File: src/rtl/id_ex_skid.sv
// Two-entry in-order skid buffer between the decode and execute stages.
// The main entry drives ex; the skid entry absorbs one extra instruction so in_ready_o depends only on registered state.
`timescale 1ns/1ps
module id_ex_skid #(
   parameter logic [31:0] NOP_INST = 32'h0000_0013
) (
   input  logic        clk,
   input  logic        rst,
   input  logic [31:0] inst_i,
   input  logic [31:0] inst_addr_i,
   input  logic [31:0] op1_i,
   input  logic [31:0] op2_i,
   input  logic [4:0]  rd_addr_i,
   input  logic        rd_wen_i,
   input  logic        in_valid_i,
   output logic        in_ready_o,
   input  logic        flush_i,
   output logic [31:0] inst_o,
   output logic [31:0] inst_addr_o,
   output logic [31:0] op1_o,
   output logic [31:0] op2_o,
   output logic [4:0]  rd_addr_o,
   output logic        rd_wen_o,
   output logic        out_valid_o,
   input  logic        out_ready_i
);

   typedef enum logic [1:0] {
      S_EMPTY = 2'd0,
      S_ONE   = 2'd1,
      S_FULL  = 2'd2
   } state_t;

   typedef struct packed {
      logic [31:0] inst;
      logic [31:0] addr;
      logic [31:0] op1;
      logic [31:0] op2;
      logic [4:0]  rd_addr;
      logic        rd_wen;
   } entry_t;

   state_t r_state;
   entry_t r_main;
   entry_t r_skid;
   entry_t w_in;
   logic   w_in_fire;
   logic   w_out_fire;

   assign w_in = {inst_i, inst_addr_i, op1_i, op2_i, rd_addr_i, rd_wen_i};

   assign in_ready_o  = (r_state != S_FULL);
   assign out_valid_o = (r_state != S_EMPTY);
   assign w_in_fire   = in_valid_i & in_ready_o;
   assign w_out_fire  = out_valid_o & out_ready_i;

   // Flush wins over both handshakes: whatever was offered or consumed this cycle is dropped.
   always_ff @(posedge clk or negedge rst) begin
      if (!rst) begin
         r_state <= S_EMPTY;
         r_main  <= '0;
         r_skid  <= '0;
      end else if (flush_i) begin
         r_state <= S_EMPTY;
      end else begin
         case (r_state)
            S_EMPTY: begin
               if (w_in_fire) begin
                  r_main  <= w_in;
                  r_state <= S_ONE;
               end
            end
            S_ONE: begin
               case ({w_in_fire, w_out_fire})
                  2'b11: r_main <= w_in;
                  2'b10: begin
                     r_skid  <= w_in;
                     r_state <= S_FULL;
                  end
                  2'b01: r_state <= S_EMPTY;
                  default: r_state <= S_ONE;
               endcase
            end
            S_FULL: begin
               if (w_out_fire) begin
                  r_main  <= r_skid;
                  r_state <= S_ONE;
               end
            end
            default: r_state <= S_EMPTY;
         endcase
      end
   end

   // Stale main contents stay hidden behind a NOP whenever nothing valid is held.
   assign inst_o      = out_valid_o ? r_main.inst    : NOP_INST;
   assign inst_addr_o = out_valid_o ? r_main.addr    : 32'd0;
   assign op1_o       = out_valid_o ? r_main.op1     : 32'd0;
   assign op2_o       = out_valid_o ? r_main.op2     : 32'd0;
   assign rd_addr_o   = out_valid_o ? r_main.rd_addr : 5'd0;
   assign rd_wen_o    = out_valid_o ? r_main.rd_wen  : 1'b0;

endmodule

File: config.mk
export PLATFORM = sky130hd
export DESIGN_NAME = id_ex_skid
export DESIGN_NICKNAME = d
export VERILOG_FILES = /design/src/rtl/id_ex_skid.sv
export SDC_FILE = /design/constraint.sdc
export NUM_CORES = 1
export LEC_CHECK = 0
export ABC_AREA = 1
export BUFFER_PORTS_ARGS = -buffer_cell sky130_fd_sc_hd__buf_2
export CAP_MARGIN = 0
export CORE_UTILIZATION = 54
export CTS_CLUSTER_SIZE = 40
export DETAILED_ROUTE_END_ITERATION = 7
export HOLD_SLACK_MARGIN = 0.02
export PLACE_DENSITY = 0.88
export RECOVER_POWER = 100
export SYNTH_ARGS = -nofsm -noshare
export SYNTH_HDL_FRONTEND = slang
export SYNTH_SLANG_ARGS = --single-unit
File: constraint.sdc
create_clock -name clk -period 4 [get_ports clk]
set_input_delay 0.4 -clock clk [delete_from_list [all_inputs] [get_ports clk]]
set_output_delay 0.4 -clock clk [all_outputs]
set_load 0.01 [all_outputs]
== Yosys cells after proc, flatten, opt, wreduce, memory -nomap -nowiden ==
Index checks and enable logic that the tools add are counted.
Widths: inputs -> output; s select.
Operators by class
  mux-type cells: 15
  $lt $le $gt $ge: 0
  shifts and indexed selects: 0
  bitwise gates (word level): 3
  reduce and logical (&&, ||, !) cells: 6
  divide/modulo/power cells: 0
  multiply operators: 0
  equal/unequal tests: 12
  add/subtract/negate cells: 0
Operators with widths (count)
  $mux 134: 3
  $pmux 134 s3: 1
  $mux 32: 4
  $pmux 2 s3: 2
  $ne 3x3->1 const B: 3
  $eq 2x2->1 const B: 3
  $mux 2: 3
  $ne 2x2->1 const B: 3
  $reduce_and 3->1: 2
  $mux 5: 1
  $reduce_and 5->1: 1
  $eq 2x1->1 const B: 2
  $reduce_bool 3->1: 1
  $and 1x1->1: 2
  $logic_not 2->1: 1
  $ne 2x1->1 const B: 1
  $reduce_bool 2->1: 1
  $mux 1: 1
  $not 1->1: 1
Storage, ports and cells
  bits of input ports: 139
  logic and storage cells: 49
  memories: 0
  output and inout port bits: 136
  latch bits: 0
  memory bits (read-only): 0
  RAM bits: 0
  register bits: 270

== Logic depth before layout (Yosys ltp) ==
Gate-level depths: netlist (run 1).
  depth after elaboration: 6
  depth in mapped cells: 12
  gate-level depth less buffers: 9

== Worst setup path after synthesis (run 1) ==
OpenSTA, ideal clock, no wires.
  kind: register to register
  start: reg r_state[1]
  end: reg r_main[131] in the netlist's numbering
  stages on the path, launching flop included: 13
  path buffers: 3
  data arrival time: 2026 ps
  setup slack: 1909 ps
  cell sequence: dfrtp_1 -> inv_2 -> nor2_4 -> clkbuf_1 -> nor2_1 -> ha_1 -> nand2_1 -> nand2_2 -> nand2_2 -> buf_2 -> buf_2 -> nand2_1 -> nand2_1
On the way
  longest elaborated chain between the ends: 5
  elaborated cells on any way between the ends: 14
RTL lines
  from (decl): RTL line 43  | state_t r_state;
  from (signal assigned): RTL line 60  | r_state <= S_EMPTY;
  from (signal assigned): RTL line 64  | r_state <= S_EMPTY;
  from (signal assigned): RTL line 70  | r_state <= S_ONE;
  $ne 2x2->1 or $reduce_bool 2->1 (tied branches): RTL line 52, 53
  $and 1x1->1 (on tied branches): RTL line 54, 55
  $eq 2x2->1: RTL line 74  | case ({w_in_fire, w_out_fire})
  $ne 2x1->1 (no line)
  $reduce_and 5->1 (no line)
  to (signal assigned): RTL line 69  | r_main <= w_in;
  to (signal assigned): RTL line 75  | 2'b11: r_main <= w_in;
  to (signal assigned): RTL line 86  | r_main <= r_skid;
  to (decl): RTL line 44  | entry_t r_main;
Parallel ways exist; a longest one is shown, timed or not.
A chain may end at the register's enable or synchronous reset.

== Final worst setup path (run 1) ==
  start: reg r_state[1]
  end: reg r_main[58] in the netlist's numbering
The elaborated chain is that of the path after synthesis.

==> results.toml, run 1 <==
[hold_path]
min_path_cells = 3
holdPathEnd = "r_skid[126]"
min_from = "inst_i[24]"
hp-class = "primary input to register"

[worst_setup_path]
crit_chain = "inv_1 -> nor2_4 -> nor2_1 -> ha_1 -> nand2_1 -> nand2_4 -> nand2_2 -> buf_4 -> nand2_1 -> nand2_1"
rrSetupSlack_ns = 0.72
cp.buffers_inverters = 2
end_kind = "register"
slowest_delay_ns = 1.07
worst_setup_path_start_kind = "register"
path_class = "register to register"
worstReg2RegStart = "r_state[1]"
crit_top_cell = "nand2_1"
cp_slowest_cell = "nand2_2"
crit_family = "simple AND/OR/NAND/NOR gates"
reg2reg_depth = 10
arrival_ns = 3.75
cp_max_fo = 64
worstPathRequired_ns = 4.47
reg2reg_to = "r_main[58]"

[place]
numPortBuffers = 274
place_congestion = 0.832
dp_hpwl_um = 20700
dpl_worst_slack_ns = 1.16

[timing]
holdWs_ns = 0.0684
tightest_slew_ns = 2.91
final-max-slew-violation-count = 336
slew_headroom_pct = -94.3
fin_worst_skew_ns = 0.0152
rsz0062_at_grt = "no"
setup_ws_ns = 0.719
setup_violations = 0
period_needed_ns = 3.28
max_freq_ghz = 0.305
fin_tns_setup_ns = 0
fin_crit_sh_pct = 82.0
hold_violations = 0

[logic_synthesis]
synthXorXnorAreaFrac_pct = 0
yosys_warnings = 0
synth_top_area_share_pct = 51.5
seq_area_frac_synth_pct = 51.5
muxShareOfSynthArea_pct = 0
yosys.area_share.adder_pct = 0.191
synthTopCellsByArea = "dfrtp_1 52%, nand2_1 31%, nand3_1 5.2%, inv_1 3.9%, nor2_1 3.9%"
ys_seq_elements = 270
synth_cells = 1891
ys_types = 18
avgSynthCellArea_um2 = 6.94
synthesis.area_mm2 = 0.0131
yosys.area.top_type = "dfrtp_1"
synth_fp_nets = 2032
synth-simple-area-share_pct = 40.5
synth_top_family_by_area = "simple AND/OR/NAND/NOR gates"
synth_compound_area_share_pct = 0.0763

[global_route]
grt_pass1_vias = 11600
grt_max_degree = 136
grt_first_pass_wirelength_um = 55600
grt_overflow_total = 0
track_usage_pct = 27.7
antenna_found_initial = 8

[cts]
clock-sinks = 270
cts_tree = "yes"
cts_buffers = 29
clockRootBuffer = "clkbuf_16"
cts.repair.resized = 0
clk_path_buf_depth = 3
clkTransAtPathRegs_ns = 0.06
insertion_delay_ns = 0.54
htree_levels = 1

[die]
placeableCoreArea_mm2 = 0.0237
initial_core_util_pct = 55.4
io_pins = 275
die_w_um = 158
die_y_um = 158
die_area_mm2 = 0.0249
num_rows = 56

[route]
routedWlPerCell_um = 14.1
wl_met1_um = 14200
drt-initial-drc-count = 1203
detail-route-antenna-nets = 0
first_pass_iters = 5
route.detailed.drc = 0
wl_met3_um = 2680
totalWireLength_um = 34400
routed.top_layer = "met5"
routed_via_density = 5.13
num_vias = 12600
met2_length_um = 16300

[pwr]
irDropWorstVdd_uv = 369
powerDensity_mw_per_mm2 = 584
power_leakage_nw = 8.88

[cells_and_area]
final_layout_size_suffix_gt1_share_pct = 10.3
n_fill_cell = 2082
syn_to_final_growth_pct = 17.6
final_nets = 2243

[run]
max_cap_violations = 3

[status]
violations = "max-capacitance violations, max-slew violations"
outcome = "finished with violations"
-- sequential cells by signal, summed over array words and instances, names as in the netlist --
name     cells
r_skid     134
r_state      2
r_main     134
-- cell usage after synthesis (all sizes together) --
cell       n
nand2   1084
dfrtp    270
inv      141
nor2     138
nand3    137
clkbuf    59
buf       54
or2        3
ha         2
a21oi      1
nand4      1
o21ai      1
-- worst min-delay path: stages --
cell,delay [ns]
buf_2,0.08
nand2_1,0.04
nand2_1,0.05
-- per-layer routing --
layer,global-route usage (%),up-vias
met4,10.9,12
li1,-,6040
met2,45.9,554
met5,0,-
met3,4.98,103
met1,36.1,5844
-- through the flow --
stage | power, mW | cell area [µm²] | utilization, % | instances
6_report | 9.01 | 15400 | 65.1 | 2446
5_1_grt | 9.58 | 15400 | 65.1 | 2445
4_1_cts | 9.08 | 15600 | 66.0 | 2444
3_5_place_dp | 6.30 | 14600 | 61.7 | 2389
3_3_place_gp | 6.17 | 14600 | 61.7 | 2389
2_1_floorplan | 5.52 | 13100 | - | 1891
-- where the power goes --
part	leakage (nW)	switching [mW]	internal, mW	total, mW
Sequential	3.38	0.522	3.68	4.20
Combinational	5.02	1.34	0.707	2.05
Clock	0.485	1.11	1.66	2.76
Total	8.88	2.97	6.04	9.01
-- cell usage in the layout, fill, tap and decap left out --
| cell | n |
|---|---|
| a21oi_1 | 1 |
| buf_12 | 2 |
| buf_2 | 139 |
| buf_4 | 14 |
| bufinv_16 | 3 |
| clkbuf_1 | 139 |
| clkbuf_16 | 29 |
| clkbuf_2 | 1 |
| clkbuf_4 | 2 |
| clkbuf_8 | 7 |
| clkinv_2 | 5 |
| clkinvlp_4 | 3 |
| dfrtp_1 | 270 |
| diode_2 | 2 |
| dlygate4sd3_1 | 1 |
| ha_1 | 2 |
| inv_1 | 138 |
| inv_2 | 1 |
| inv_4 | 2 |
| inv_6 | 2 |
| nand2_1 | 1081 |
| nand2_2 | 2 |
| nand2_4 | 1 |
| nand3_1 | 137 |
| nand4_1 | 1 |
| nor2_1 | 135 |
| nor2_2 | 1 |
| nor2_4 | 2 |
| o21ai_1 | 1 |
| or2_2 | 3 |
-- how the worst max path moves through the flow --
stage,start,endpoint,cells after the start,slack [ns]
floorplan,r_state[1],r_main[131],12,1.91
global placement,r_state[1],r_main[72],9,1.29
detailed placement,r_state[1],r_main[5],9,1.16
CTS,r_state[1],op2_o[1],5,0.77
global route,rst,r_main[57],3,0.42
finish,r_state[1],r_main[58],10,0.72
-- cells by family (layout without fill, tap and decap cells) --
kind of cell | count (synthesis) | after routing
buf+inv | 254 | 488
compound gates | 2 | 2
other cells | 0 | 2
simple gates | 1363 | 1363
flops | 270 | 270
fa+ha+maj | 2 | 2
-- cell type report --
cell class	instances	area (µm²)	share of cell area, %
antenna	2	5.00	0.0324
tap	319	399	2.59
multi-input combinational	1367	5360	34.8
clock inverter	13	155	1.01
timing repair buffer	293	1370	8.91
inverter	141	534	3.46
sequential	270	6760	43.8
clock buffer	41	841	5.45
-- what timing repair did --
| item | CTS | global route |
|---|---|---|
| setup buffers | 0 | 0 |
| hold buffers | 1 | 0 |
| endpoints found under the hold margin | 112 | 0 |
Note: power is estimated with default switching activity, not from simulation.
==> run 2, diff against run 1 <==
- ABC_AREA: 1 -> 0
- clock period: 4 -> 3.3 ns (I/O delays scaled with it)
==> run 2 against run 1 <==
The flow still finishes with violations (max-capacitance violations, max-slew violations). Utilization rose by 1.9 points. Sequential power increased by 18%. Maximum frequency grew 18%. Global-route usage shrank 5.1 points. Register-to-register slack worse by 0.20 ns. Final area shrank 1.0%. Synthesized cell count down 53%. Area after synthesis decreased by 3.7%. Combinational power rose by 6%. Hold slack got worse by 0.031 ns. Clock power increased by 19%. Count of clock-buffer cells in the layout unchanged.
==> results.toml, run 2 <==
[cells_and_area]
multi_input_area_mm2 = 0.00551
syn_to_final_growth_pct = 20.8
layout.cells.non_filler = 1500
mostFrequentLayoutCell = "mux2_2"
final_layout_size_suffix_gt1_share_pct = 54.0
n_fill_cell = 1640
mostFrequentLayoutCells = "401 x mux2_2, 270 x dfrtp_1, 182 x buf_2"
reg_top3 = "r_main x134, r_skid x134, r_state x2"
postLayoutCoreUtil_pct = 67.0
regArea_mm2 = 0.00676
final_nets = 1305

[pwr]
p_seq_share_pct = 47.5
powerDensity_mw_per_mm2 = 681
p_switching_mw = 2.69
switching_share_pct = 25.9
p_comb_share_pct = 20.9
clkPwrFrac_pct = 31.6
power_leakage_nw = 6.65
irDropWorstVdd_uv = 535
p_int_mw = 7.71

[hold_path]
holdPathEnd = "r_skid[26]"
min_path_cells = 2
hp-class = "primary input to register"
min_from = "op2_i[20]"

[timing]
max_freq_ghz = 0.360
final-max-slew-violation-count = 79
fin_crit_sh_pct = 84.3
hold_violations = 0
fin_tns_setup_ns = 0
slew_headroom_pct = -36.7
rsz0062_at_grt = "no"
tightest_slew_ns = 2.05
setup_violations = 0
fin_worst_skew_ns = 0.0218
period_needed_ns = 2.78

[cts]
cts_buffers = 28
cts_tree = "yes"
htree_levels = 1
clockRootBuffer = "clkbuf_16"
cts.repair.resized = 0
clkTransAtPathRegs_ns = 0.06
clock-sinks = 270
clk_path_buf_depth = 3
insertion_delay_ns = 0.54
cts_setup_buffers = 0

[global_route]
antenna_found_initial = 5
grt_first_pass_wirelength_um = 43800
grt_overflow_total = 0
grt_pass1_vias = 8749
grt_max_degree = 134
track_usage_pct = 22.6

[die]
placeableCoreArea_mm2 = 0.0228
num_rows = 55
io_pins = 275
die_y_um = 155
die_area_mm2 = 0.0240
initial_core_util_pct = 55.5
die_w_um = 155

[logic_synthesis]
synth_cells = 884
ys_types = 24
ys.flop_type = "dfrtp_1"
synth_fp_nets = 1025
yosys-top-cells-count = "402 x mux2_2, 270 x dfrtp_1, 132 x and2_1, 24 x buf_2, 14 x clkbuf_1"
yosys.area.top_type = "dfrtp_1"
synthesis.area_mm2 = 0.0126
synth-edff-count = 0
yosys_warnings = 0
ys_seq_elements = 270
async_reset_ff_share_pct = 100
seq_area_frac_synth_pct = 53.5
synth_top_area_share_pct = 53.5
avgSynthCellArea_um2 = 14.3
synthTopCellsByArea = "dfrtp_1 53%, mux2_2 36%, and2_1 6.5%, buf_6 1.2%, buf_2 0.95%"
synth_most_common_cell = "mux2_2"

[place]
numPortBuffers = 274
place_congestion = 0.737
dp_hpwl_um = 16500
post-place-cells = 1424

[worst_setup_path]
cp_slowest_cell = "clkbuf_4"
cp.buffers_inverters = 2
cp_max_fo = 53
reg2reg_to = "r_main[93]"
crit_family = "multiplexers"
path_class = "register to register"
worst_setup_path_start_kind = "register"
crit_chain = "nor2b_1 -> inv_1 -> and2_0 -> ha_1 -> mux2i_1 -> o22ai_4 -> clkbuf_4 -> mux2_2"
slowest_delay_ns = 0.51
worstReg2RegStart = "r_state[0]"
rrSetupSlack_ns = 0.52
worstPathRequired_ns = 3.70
arrival_ns = 3.18
end_kind = "register"
reg2reg_depth = 8

[route]
totalWireLength_um = 26900
drt-initial-drc-count = 353
route.detailed.drc = 0
detail-route-antenna-nets = 0
first_pass_iters = 4
routedWlPerCell_um = 17.9
routed_via_density = 5.31
num_vias = 7962

[status]
outcome = "finished with violations"
violations = "max-capacitance violations, max-slew violations"

[run]
max_cap_violations = 1
run 2: changes by cell type after synthesis, sizes merged, moves of 2 or more:
cell    previous run  this run
nand3            137         0
nand3b             0         2
mux2               0       402
nand2b             0         4
buf               54        44
clkbuf            59        14
nor2             138         2
and2               0       132
inv              141         2
nand2           1084         1
run 2: area by class of cell:
cell class | instances | share of cell area, %
Antenna cell | 2 | 0.0328
Inverter | 2 | 0.0492
Clock buffer | 41 | 5.31
Clock inverter | 10 | 1.02
Timing Repair Buffer | 308 | 10.7
Sequential cell | 270 | 44.3
Multi-Input combinational cell | 554 | 36.1
Tap cell | 313 | 2.56
run 2: worst max-delay path by stage:
| stage | slack [ns] | from | cells past startpoint | endpoint |
|---|---|---|---|---|
| finish | 0.52 | r_state[0] | 8 | r_main[93] |
| global route | 0.37 | r_state[0] | 8 | r_main[93] |
| CTS | 0.71 | r_state[0] | 4 | op1_o[12] |
| detailed placement | 0.94 | r_state[1] | 8 | r_main[52] |
| global placement | 1.05 | r_state[1] | 8 | r_main[24] |
| floorplan | 0.89 | r_state[0] | 10 | r_skid[100] |
run 2: power groups by stage:
stage	registers, mW	logic [mW]	clock network [mW]
2_1_floorplan	4.78	1.62	0
3_3_place_gp	4.88	2.11	0
3_5_place_dp	4.97	2.22	0
4_1_cts	4.94	2.25	3.34
5_1_grt	5.08	2.37	3.46
6_report	4.94	2.17	3.28
run 2: timing repair:
item / 4_1_cts / 5_1_grt
endpoints found under the setup margin: 0 / 0
endpoints found under the hold margin: 98 / 0
hold buffers: 23 / 0
run 2: per-stage QoR:
stage / worst slack [ns] / total power, mW / instance area (µm²) / hold WS (ns)
3_3_place_gp: 1.05 / 6.99 / 14200 / 0.372
5_1_grt: 0.374 / 10.9 / 15300 / 0.0292
4_1_cts: 0.711 / 10.5 / 15400 / 0.0200
3_5_place_dp: 0.938 / 7.19 / 14200 / 0.367
2_1_floorplan: 0.891 / 6.40 / 12600 / 0.0344
6_report: 0.519 / 10.4 / 15300 / 0.0379
run 2: cells by family after synthesis:
group	count (synthesis)	share of synthesized area, %
DFF	270	53.5
AOI/OAI and AO/OA	5	0.307
muxes	403	35.9
and+or+nand+nor	144	7.11
buffers and inverters	60	3.00
adders and majority gates	2	0.198
run 2: routing by layer:
metal	vias up	track usage [%]	part of all wire, %
met5	-	0	0.093
li1	3647	-	-
met4	4	6.93	3.3
met3	68	5.85	6.3
met1	4009	27.1	41
met2	234	39.8	49
